File: src/rtl/airlock_sequencer.sv
// Airlock chamber sequencer: latches cabin/sea door requests, arbitrates them fairly,
// drives the pressurize/vent pumps until the limit flags confirm the target pressure,
// then opens the matching door for a fixed time. Unsafe sensor states latch a fault
// that only reset clears. All outputs are registered decodes of the next state.
module airlock_sequencer #(
  parameter int unsigned DOOR_CYCLES    = 8,
  parameter int unsigned TIMEOUT_CYCLES = 64,
  parameter int unsigned TW             = 7
) (
  input  logic clk_i,
  input  logic rst_i,
  input  logic req_in_i,
  input  logic req_out_i,
  input  logic limit_lo_i,
  input  logic limit_hi_i,
  output logic pump_up_o,
  output logic pump_dn_o,
  output logic door_in_o,
  output logic door_out_o,
  output logic busy_o,
  output logic fault_o
);

  typedef enum logic [2:0] {
    StIdle,
    StPress,
    StVent,
    StOpenIn,
    StOpenOut,
    StFault
  } state_e;

  localparam logic [TW-1:0] DoorLast    = TW'(DOOR_CYCLES - 1);
  localparam logic [TW-1:0] TimeoutLast = TW'(TIMEOUT_CYCLES - 1);

  state_e        state_q, state_d;
  logic [TW-1:0] timer_q, timer_d;
  logic          pend_in_q, pend_in_d;
  logic          pend_out_q, pend_out_d;
  logic          last_out_q, last_out_d;  // 1: sea side was served most recently
  logic          serve_in, serve_out;
  logic          pump_up_q, pump_dn_q, door_in_q, door_out_q, busy_q, fault_q;

  // Next-state, timer, pending-request and fairness bookkeeping.
  always_comb begin
    state_d    = state_q;
    timer_d    = '0;
    last_out_d = last_out_q;
    serve_in   = 1'b0;
    serve_out  = 1'b0;
    // A request for the side whose door is already open is discarded.
    pend_in_d  = (state_q == StOpenIn)  ? pend_in_q  : (pend_in_q  | req_in_i);
    pend_out_d = (state_q == StOpenOut) ? pend_out_q : (pend_out_q | req_out_i);

    if (state_q != StFault && limit_lo_i && limit_hi_i) begin
      // Chamber cannot be at both pressures: sensor error.
      state_d = StFault;
    end else begin
      unique case (state_q)
        StIdle: begin
          // When both sides wait, the side not served last goes first.
          serve_in  = pend_in_q & (~pend_out_q | last_out_q);
          serve_out = pend_out_q & (~pend_in_q | ~last_out_q);
          if (serve_in) begin
            state_d = limit_lo_i ? StOpenIn : StVent;
          end else if (serve_out) begin
            state_d = limit_hi_i ? StOpenOut : StPress;
          end
        end
        StVent: begin
          if (limit_lo_i)                  state_d = StOpenIn;
          else if (timer_q == TimeoutLast) state_d = StFault;
          else                             timer_d = timer_q + 1'b1;
        end
        StPress: begin
          if (limit_hi_i)                  state_d = StOpenOut;
          else if (timer_q == TimeoutLast) state_d = StFault;
          else                             timer_d = timer_q + 1'b1;
        end
        StOpenIn: begin
          if (!limit_lo_i)              state_d = StFault;
          else if (timer_q == DoorLast) state_d = StIdle;
          else                          timer_d = timer_q + 1'b1;
        end
        StOpenOut: begin
          if (!limit_hi_i)              state_d = StFault;
          else if (timer_q == DoorLast) state_d = StIdle;
          else                          timer_d = timer_q + 1'b1;
        end
        StFault: state_d = StFault;
        default: state_d = StFault;
      endcase
    end

    if (state_q == StOpenIn && state_d != StOpenIn) begin
      pend_in_d  = 1'b0;
      last_out_d = 1'b0;
    end
    if (state_q == StOpenOut && state_d != StOpenOut) begin
      pend_out_d = 1'b0;
      last_out_d = 1'b1;
    end
  end

  // State, timer and request latches.
  always_ff @(posedge clk_i or posedge rst_i) begin
    if (rst_i) begin
      state_q    <= StIdle;
      timer_q    <= '0;
      pend_in_q  <= 1'b0;
      pend_out_q <= 1'b0;
      last_out_q <= 1'b0;
    end else begin
      state_q    <= state_d;
      timer_q    <= timer_d;
      pend_in_q  <= pend_in_d;
      pend_out_q <= pend_out_d;
      last_out_q <= last_out_d;
    end
  end

  // Registered output decode; one-hot per state so doors and pumps never overlap.
  always_ff @(posedge clk_i or posedge rst_i) begin
    if (rst_i) begin
      pump_up_q  <= 1'b0;
      pump_dn_q  <= 1'b0;
      door_in_q  <= 1'b0;
      door_out_q <= 1'b0;
      busy_q     <= 1'b0;
      fault_q    <= 1'b0;
    end else begin
      pump_up_q  <= (state_d == StPress);
      pump_dn_q  <= (state_d == StVent);
      door_in_q  <= (state_d == StOpenIn);
      door_out_q <= (state_d == StOpenOut);
      busy_q     <= (state_d != StIdle);
      fault_q    <= (state_d == StFault);
    end
  end

  assign pump_up_o  = pump_up_q;
  assign pump_dn_o  = pump_dn_q;
  assign door_in_o  = door_in_q;
  assign door_out_o = door_out_q;
  assign busy_o     = busy_q;
  assign fault_o    = fault_q;

endmodule
File: config.mk
export PLATFORM = sky130hd
export DESIGN_NAME = airlock_sequencer
export DESIGN_NICKNAME = d
export VERILOG_FILES = /design/src/rtl/airlock_sequencer.sv
export SDC_FILE = /design/constraint.sdc
export NUM_CORES = 1
export LEC_CHECK = 0
export CORE_ASPECT_RATIO = 1.1
export CORE_MARGIN = 10
export CORE_UTILIZATION = 30
export CTS_CLUSTER_DIAMETER = 60
export DETAILED_ROUTE_END_ITERATION = 12
export PLACE_DENSITY = 0.55
export SLEW_MARGIN = 20
export SYNTH_ARGS = -nofsm -noshare
export SYNTH_HDL_FRONTEND = slang
export SYNTH_SLANG_ARGS = --single-unit
File: constraint.sdc
create_clock -name clk_i -period 1.8 [get_ports clk_i]
set_input_delay 0.36 -clock clk_i [delete_from_list [all_inputs] [get_ports clk_i]]
set_output_delay 0.36 -clock clk_i [all_outputs]
set_load 0.02 [all_outputs]
==> impl_metrics.py, run 1 <==
metrics = {
    "floorplan": {
        "fp.dieW_um": 76.9,
        "rows": 22,
        "core-area_um2": 3390,
        "die_h_um": 82.6,
        "initial_core_util_pct": 31.6,
        "io-pin-count": 12,
        "dieArea_um2": 6350,
    },
    "global_route": {
        "grt_overflow": 0,
        "grtUsageMet3_pct": 1.19,
        "met1_usage_pct": 10.5,
        "busiest_layer": "met2",
        "met2_usage_pct": 14.7,
        "grt_first_pass_wirelength_um": 4470,
        "grt_max_degree": 20,
        "grt_pass1_vias": 975,
        "antenna_found_initial": 0,
        "grtUsageTotal_pct": 8.69,
    },
    "synth": {
        "synth_common_cells": "dfrtp_1 (19), nor2_1 (13), nand2_1 (8)",
        "ys_warn_count": 0,
        "yosysUniqueCellTypes": 44,
        "synth_edf_count": 0,
        "synth_area_per_cell_um2": 9.37,
        "netlist_top_cells_area": "dfrtp_1 (44%), nor2_1 (4.6%), nand3_1 (3.3%)",
        "ys_seq_area_share_pct": 44.5,
        "synth.most_common_cell": "dfrtp_1",
        "synth_top_flop_cell": "dfrtp_1",
        "syn-num-nets": 121,
        "yosysTopAreaCellShare_pct": 44.5,
        "synthCells": 114,
        "synth_area_leader_cell": "dfrtp_1",
        "syn_area_um2": 1070,
        "synthArstFlopShare_pct": 100,
        "ys_seq_elements": 19,
    },
    "worst_setup_path": {
        "arrival_ns": 1.96,
        "path_class": "flip-flop to flip-flop",
        "startpoint_type": "flip-flop",
        "path_max_fanout": 4,
        "cp-end-kind": "flip-flop",
        "crit_required_ns": 2.00,
    },
    "clock_network": {
        "cts_hold_buf": 0,
        "cts_buffers": 3,
        "clock_latency_ns": 0.29,
        "clock_sinks": 19,
        "cts_tree": "yes",
        "root_buffer": "clkbuf_4",
        "clk_pin_slew_ns": 0.11,
        "clockBufferDepth": 2,
        "cts_max_level": 1,
    },
    "timing": {
        "drv_slew": 0,
        "fmax_mhz": 567,
        "rsz0062_at_grt": "yes",
        "worst_slack_ns": 0.0373,
        "fin_crit_sh_pct": 97.9,
        "period_minus_slack_ns": 1.76,
        "hold_viol": 0,
        "slew_headroom_pct": 78.0,
        "finalSetupViolCount": 0,
        "finalSetupTns_ns": 0,
        "finClkSkew_ns": 0.00766,
        "tightestPinTransition_ns": 0.327,
    },
    "detailed_routing": {
        "wl_per_cell_um": 13.6,
        "route.detailed.drc": 0,
        "dr.pass1.iters": 4,
        "wl_um": 2730,
        "drt_iter0_drc": 85,
        "postRouteAntennaNets": 0,
        "num_vias": 951,
        "avgViaCountPerCell": 4.73,
    },
    "placement": {
        "place_congestion": 0.872,
        "port_buffers": 11,
        "hpwl_um": 2050,
        "post-place-ws_ns": -0.243,
    },
    "run": {
        "max_cap_viol_count": 0,
    },
    "power_and_ir_drop": {
        "peakVddDrop_mv": 0.275,
        "powerDensity_nw_per_um2": 463,
        "leakagePower_nw": 0.657,
    },
    "hold_path": {
        "hold_class": "primary input to asynchronous set/reset pin",
    },
    "final_layout": {
        "fin_nets": 161,
        "area_growth_pct": 41.3,
        "fill_cells": 346,
        "layout-drive-gt1-share_pct": 32.0,
        "antenna_cells": 0,
    },
    "outcome": {
        "status": "complete, no violations",
    },
}
==> cell type report <==
class | count | area, µm² | share of cell area (%)
multi-input combinational | 83 | 591 | 39.1
sequential | 19 | 478 | 31.6
timing repair buffer | 39 | 323 | 21.4
tap | 48 | 60.1 | 3.98
inverter | 8 | 32.5 | 2.15
clock buffer | 4 | 26.3 | 1.74
==> per-layer routing <==
metal,part of all wire [%],up-vias
met3,2.5,2
li1,-,485
met4,1.5,0
met1,48,450
met5,0,-
met2,48,14
==> worst max-delay path: stages, from the launching register on <==
cell and delay, ns:
dfrtp_1 0.39, ha_2 0.20, and3b_2 0.23, and2_1 0.16, a32o_2 0.29, and2_1 0.21
and3_4 0.20
==> worst paths after layout <==
kind,from,slack [ns],end,cells after the start
max,timer_q[0],0.04,pump_up_o,6
min,rst_i,0.37,pump_up_o,3
max reg2reg,timer_q[0],0.04,pump_up_o,6
min reg2reg,last_out_q,0.56,last_out_q,2
max in group asynchronous,rst_i,1.20,state_q[1],3
min in group clk_i,last_out_q,0.56,last_out_q,2
==> repair_timing <==
action | in CTS | in global routing
endpoints found under the setup margin | 1 | 6
resized for setup | 2 | 13
buffers inserted | 2 | 4
pin swaps | 1 | 3
==> per-stage QoR <==
step / hold slack, ns / std cells / utilization [%] / instance area (µm²) / total power, mW
final: 0.371 / 201 / 44.6 / 1510 / 0.699
after global routing: 0.393 / 201 / 44.6 / 1510 / 0.731
after CTS: 0.371 / 197 / 42.0 / 1420 / 0.704
after detailed placement: 0.455 / 191 / 40.7 / 1380 / 0.489
after global placement: 0.452 / 191 / 40.7 / 1380 / 0.488
after floorplan: 0.311 / 114 / - / 1070 / 0.463
==> cells in the final DEF, fill, tap and decap left out, drive strengths merged, types with 4 or more instances in the layout <==
master	netlist	layout
nor2	14	14
buf	4	28
o21ai	4	4
a21oi	6	6
nand2	8	8
nand3	7	7
clkbuf	0	4
clkdlybuf4s50	0	10
dfrtp	19	19
inv	8	8
and3	5	5
==> cells by family after synthesis <==
logic type                 Yosys count  synth area share, %
buffers and inverters               12                 5.50
xor gates and xnor gates             4                 3.28
adders and majority gates            1                 1.17
and+or+nand+nor                     48                 23.7
DFF                                 19                 44.5
AOI/OAI and AO/OA                   30                 21.9
==> flip-flops by register name (all words and copies together), names as in the netlist <==
| signal | count |
|---|---|
| timer_q | 7 |
| door_in_o | 1 |
| fault_o | 1 |
| pend_in_q | 1 |
| pump_dn_o | 1 |
| busy_o | 1 |
| pump_up_o | 1 |
| state_q | 3 |
| door_out_o | 1 |
| pend_out_q | 1 |
| last_out_q | 1 |
==> power by group <==
part / total, mW / switching [mW] / internal (mW) / leakage, nW
Clock: 0.216 / 0.130 / 0.0861 / 0.0150
Combinational: 0.0520 / 0.0286 / 0.0234 / 0.414
Sequential: 0.431 / 0.00228 / 0.429 / 0.227
Note: power is estimated with default switching activity, not from simulation.
==> run 2: changes to the inputs <==
--- a/config.mk
+++ b/config.mk
@@ -6,7 +6,6 @@
 export NUM_CORES = 1
 export LEC_CHECK = 0
 export CORE_ASPECT_RATIO = 1.1
-export CORE_MARGIN = 10
 export CORE_UTILIZATION = 30
 export CTS_CLUSTER_DIAMETER = 60
 export DETAILED_ROUTE_END_ITERATION = 12
==> impl_metrics.py, run 2 (same netlist as run 1, synthesis figures left out) <==
metrics = {
    "outcome": {
        "status": "complete, but fails checks",
        "violations": "negative setup slack",
    },
    "worst_setup_path": {
        "ff2ff_path_depth": 5,
        "crit_required_ns": 1.96,
        "cpMaxStageDelayCell": "a2111oi_2",
        "path_max_fanout": 6,
        "rr_endpoint": "last_out_q",
        "cp-end-kind": "flip-flop",
        "path_class": "flip-flop to flip-flop",
        "cp_cell_sequence": "buf_4 > a2111oi_2 > a221oi_4 > a211oi_2 > o221ai_1",
        "critPathMaxStageDelay_ns": 0.48,
        "arrival_ns": 1.99,
        "r2r_slack_ns": -0.03,
        "startpoint_type": "flip-flop",
        "reg2reg_from": "state_q[1]",
    },
    "global_route": {
        "grtUsageTotal_pct": 14.2,
        "grt_pass1_vias": 1003,
        "grt_max_degree": 20,
        "antenna_found_initial": 0,
        "grt_overflow": 0,
        "grt_first_pass_wirelength_um": 4240,
    },
    "detailed_routing": {
        "wl_per_cell_um": 12.9,
        "drt_iter0_drc": 42,
        "avgViaCountPerCell": 4.93,
        "wl_um": 2560,
        "route.detailed.drc": 0,
        "num_vias": 977,
        "postRouteAntennaNets": 0,
        "dr.pass1.iters": 4,
    },
    "final_layout": {
        "final_common_cell": "buf_4",
        "largest_register": "timer_q",
        "final_cells": 198,
        "largest_reg_flops": 7,
        "fin_nets": 158,
        "reg_top3": "timer_q x7, state_q x3",
        "final_cell_mix": "buf_4 (23), dfrtp_1 (18), nor2_1 (11), clkdlybuf4s50_1 (11), nand2_1 (8)",
        "layout-drive-gt1-share_pct": 29.3,
        "utilization_pct": 44.1,
        "area_growth_pct": 38.6,
        "fill_cells": 371,
        "antenna_cells": 0,
    },
    "timing": {
        "worst_slack_ns": -0.0258,
        "tightestPinTransition_ns": 0.457,
        "rsz0062_at_grt": "yes",
        "period_minus_slack_ns": 1.83,
        "finalSetupTns_ns": -0.0368,
        "slew_headroom_pct": 69.5,
        "finalSetupViolCount": 2,
        "finClkSkew_ns": 0.00581,
        "hold_viol": 0,
        "drv_slew": 0,
        "fmax_mhz": 548,
        "fin_crit_sh_pct": 101,
    },
    "clock_network": {
        "cts_buffers": 3,
        "cts_hold_buf": 0,
        "clockBufferDepth": 2,
        "root_buffer": "clkbuf_4",
        "clock_latency_ns": 0.28,
        "cts_max_level": 1,
        "clock_sinks": 19,
        "cts_tree": "yes",
        "clk_pin_slew_ns": 0.10,
    },
    "placement": {
        "post-place-ws_ns": -0.256,
        "place_congestion": 0.913,
        "port_buffers": 11,
        "hpwl_um": 1870,
        "dp_cells": 192,
    },
    "floorplan": {
        "rows": 22,
        "dieArea_um2": 3800,
        "initial_core_util_pct": 31.8,
        "io-pin-count": 12,
        "fp.dieW_um": 58.9,
        "die_h_um": 64.6,
        "core-area_um2": 3360,
    },
    "run": {
        "max_cap_viol_count": 0,
    },
    "power_and_ir_drop": {
        "powerDensity_nw_per_um2": 465,
        "finalPower_mw": 0.689,
        "peakVddDrop_mv": 0.397,
        "leakagePower_nw": 0.637,
    },
    "hold_path": {
        "hold_class": "primary input to asynchronous set/reset pin",
    },
}
## run 2: cell types whose count changed in the layout (fill, tap and decap cells not counted), sizes merged
| cell | previous run | this run |
|---|---|---|
| clkdlybuf4s50 | 10 | 11 |
| buf | 28 | 25 |
| dlymetal6s2s | 1 | 0 |
## run 2: worst max-delay path, delay by kind of cell, from the launching register on
| kind | cells | cell delay (ns) |
|---|---|---|
| AOI/OAI and AO/OA | 4 | 1.04 |
| buffers and inverters | 1 | 0.19 |
| DFF | 1 | 0.47 |
## run 2: metal layers
metal	wire length (µm)	GRT usage [%]	up-vias	share of wire, %
li1	-	-	484	-
met1	1220	19.2	472	48
met2	1230	23.9	15	48
met3	66	1.60	6	2.6
met4	38	3.57	0	1.5
met5	0	0	-	0
## run 2: worst max-delay path by stage
| stage | start | endpoint | slack [ns] | depth (start not counted) |
|---|---|---|---|---|
| 2_1_floorplan | timer_q[0] | last_out_q | 0.10 | 6 |
| 3_3_place_gp | limit_lo_i | last_out_q | -0.23 | 7 |
| 3_5_place_dp | limit_lo_i | pend_in_q | -0.26 | 7 |
| 4_1_cts | timer_q[0] | last_out_q | -0.03 | 6 |
| 5_1_grt | state_q[1] | last_out_q | -0.11 | 5 |
| 6_report | state_q[1] | last_out_q | -0.03 | 5 |
## run 2: area by class of cell
class,count,area (µm²),area share (%)
clock buffer,4,26.3,1.77
inverter,8,32.5,2.20
multi-input combinational,83,581,39.2
sequential,19,477,32.2
tap,48,60.1,4.05
timing repair buffer,36,305,20.6
## run 2: repair_timing
item	CTS	global route
resized for setup	0	14
setup buffers	0	2
pin swaps	0	5
setup endpoints to repair	4	12
## run 2: where the power goes
| group | switching (mW) | total [mW] | internal (mW) |
|---|---|---|---|
| combinational | 0.0284 | 0.0526 | 0.0242 |
| sequential | 0.00228 | 0.431 | 0.429 |
| clock | 0.119 | 0.205 | 0.0860 |
| total | 0.150 | 0.689 | 0.539 |
## run 2: metrics by stage
step	area [µm²]	hold WS, ns
after CTS	1410	0.385
after floorplan	1070	0.311
after global placement	1390	0.520
after global routing	1480	0.427
final	1480	0.374
after detailed placement	1390	0.520
==> run 3: changes to the inputs <==
--- a/config.mk
+++ b/config.mk
@@ -10,6 +10,7 @@
 export CTS_CLUSTER_DIAMETER = 60
 export DETAILED_ROUTE_END_ITERATION = 12
 export PLACE_DENSITY = 0.55
+export REMOVE_ABC_BUFFERS = 1
 export SLEW_MARGIN = 20
 export SYNTH_ARGS = -nofsm -noshare
 export SYNTH_HDL_FRONTEND = slang
==> impl_metrics.py, run 3 (same netlist as run 1, synthesis figures left out) <==
metrics = {
    "outcome": {
        "status": "complete, but fails checks",
        "violations": "negative setup slack",
    },
    "final_layout": {
        "final_common_cell": "buf_4",
        "fin_nets": 162,
        "fin_area_um2": 1510,
        "area_growth_pct": 41.0,
        "fill_cells": 325,
        "largest_reg_flops": 7,
        "reg_top3": "timer_q x7, state_q x3",
        "largest_register": "timer_q",
        "antenna_cells": 0,
        "layout-drive-gt1-share_pct": 30.5,
        "final_cells": 202,
        "final_cell_mix": "buf_4 (28), dfrtp_1 (17), nor2_1 (13)",
    },
    "timing": {
        "drv_slew": 0,
        "fmax_mhz": 555,
        "period_minus_slack_ns": 1.80,
        "finClkSkew_ns": 0.00528,
        "tightestPinTransition_ns": 0.478,
        "finalSetupViolCount": 1,
        "worst_slack_ns": -0.00239,
        "hold_viol": 0,
        "rsz0062_at_grt": "yes",
        "fin_crit_sh_pct": 100,
        "slew_headroom_pct": 67.8,
    },
    "worst_setup_path": {
        "critPathMaxStageDelay_ns": 0.42,
        "path_buf_inv": 1,
        "cp_cell_sequence": "a21boi_0 > a2111oi_4 > a221oi_2 > buf_4 > a211oi_2 > o221ai_1",
        "path_max_fanout": 4,
        "cpLargestDelayFamily": "compound AO/OA/AOI/OAI gates",
        "cpMaxStageDelayCell": "a2111oi_4",
        "arrival_ns": 1.99,
        "path_class": "flip-flop to flip-flop",
        "startpoint_type": "flip-flop",
        "crit_required_ns": 1.99,
        "cp-end-kind": "flip-flop",
    },
    "floorplan": {
        "io-pin-count": 12,
        "initial_core_util_pct": 31.8,
        "core-area_um2": 3360,
        "dieArea_um2": 3800,
        "die_h_um": 64.6,
        "fp.dieW_um": 58.9,
        "rows": 22,
    },
    "power_and_ir_drop": {
        "power.switching_mw": 0.175,
        "peakVddDrop_mv": 0.294,
        "leakagePower_nw": 0.653,
        "pwr-share-seq_pct": 60.5,
        "finalPower_mw": 0.714,
        "comb_power_share_pct": 7.8,
        "clockPowerShare_pct": 31.7,
        "powerDensity_nw_per_um2": 474,
        "internal_power_mw": 0.539,
        "switching_share_pct": 24.5,
    },
    "detailed_routing": {
        "postRouteAntennaNets": 0,
        "wl_um": 2720,
        "dr.pass1.iters": 5,
        "num_vias": 1027,
        "wl_per_cell_um": 13.4,
        "drt_iter0_drc": 37,
        "route.detailed.drc": 0,
        "avgViaCountPerCell": 5.08,
    },
    "clock_network": {
        "root_buffer": "clkbuf_4",
        "clockBufferDepth": 2,
        "clock_sinks": 19,
        "cts_buffers": 3,
        "clock_latency_ns": 0.31,
        "cts_hold_buf": 0,
        "clk_pin_slew_ns": 0.12,
        "cts_tree": "yes",
        "cts_max_level": 1,
    },
    "global_route": {
        "grtUsageTotal_pct": 16.4,
        "grt_pass1_vias": 1083,
        "grt_first_pass_wirelength_um": 4620,
        "grt_max_degree": 20,
        "antenna_found_initial": 0,
        "grt_overflow": 0,
    },
    "placement": {
        "place_congestion": 0.838,
        "postPlaceCellArea_um2": 1390,
        "post-place-ws_ns": -0.250,
        "hpwl_um": 2040,
        "port_buffers": 11,
        "dp_cells": 192,
    },
    "run": {
        "max_cap_viol_count": 0,
    },
    "hold_path": {
        "hold_class": "primary input to asynchronous set/reset pin",
    },
}
-- run 3: cell types whose count changed in the layout (fill, tap and decap cells not counted), sizes merged --
cell | previous run | this run
clkinv | 0 | 1
clkbuf | 4 | 3
buf | 25 | 29
-- run 3: path summary, 6_finish.rpt --
path / startpoint / to / slack, ns / cells past startpoint
worst min register to register: timer_q[0] / timer_q[0] / 0.56 / 2
max in group asynchronous: rst_i / state_q[1] / 1.24 / 3
min in group clk_i: timer_q[0] / timer_q[0] / 0.56 / 2
worst max register to register: pend_in_q / last_out_q / -0.002 / 6
worst max-delay path: pend_in_q / last_out_q / -0.002 / 6
worst min-delay path: rst_i / door_in_o / 0.35 / 3
-- run 3: area by class of cell --
type	count	area (µm²)	area share (%)
clock buffers	3	22.5	1.50
clock inverters	1	5.00	0.332
inverters	8	32.5	2.16
multi-input cells	83	568	37.7
flip-flops and latches	19	478	31.7
well taps	48	60.1	3.99
repair buffers	40	340	22.6
-- run 3: worst register-to-register path: cells and delay by family, from the launching register on --
family          cells  cell delay [ns]
buf+inv             1             0.16
flops               1             0.41
compound gates      5             1.10
-- run 3: per-stage QoR --
step / setup TNS, ns / hold WS [ns] / util, %
6_report: -0.00239 / 0.351 / 44.9
5_1_grt: -0.210 / 0.358 / 44.9
4_1_cts: 0 / 0.353 / 42.4
3_5_place_dp: -2.40 / 0.454 / 41.2
3_3_place_gp: -2.26 / 0.451 / 41.2
2_1_floorplan: 0 / 0.311 / -
-- run 3: repair_timing --
action | CTS | global route
endpoints found under the setup margin | 2 | 10
pin swaps | 1 | 3
resized for setup | 2 | 6
gates cloned | 0 | 0
setup buffers | 1 | 5
-- run 3: power groups by stage --
stage	clock network (mW)	logic [mW]	registers, mW
3_3_place_gp	0	0.0537	0.440
3_5_place_dp	0	0.0542	0.440
6_report	0.226	0.0559	0.431
2_1_floorplan	0	0.0212	0.439
4_1_cts	0.229	0.0544	0.431
5_1_grt	0.256	0.0621	0.432
-- run 3: routing by layer --
metal  GRT usage [%]  wire (µm)
met2            28.3       1350
met5               0          0
met4            9.23         85
met1            19.3       1180
met3            1.80         98
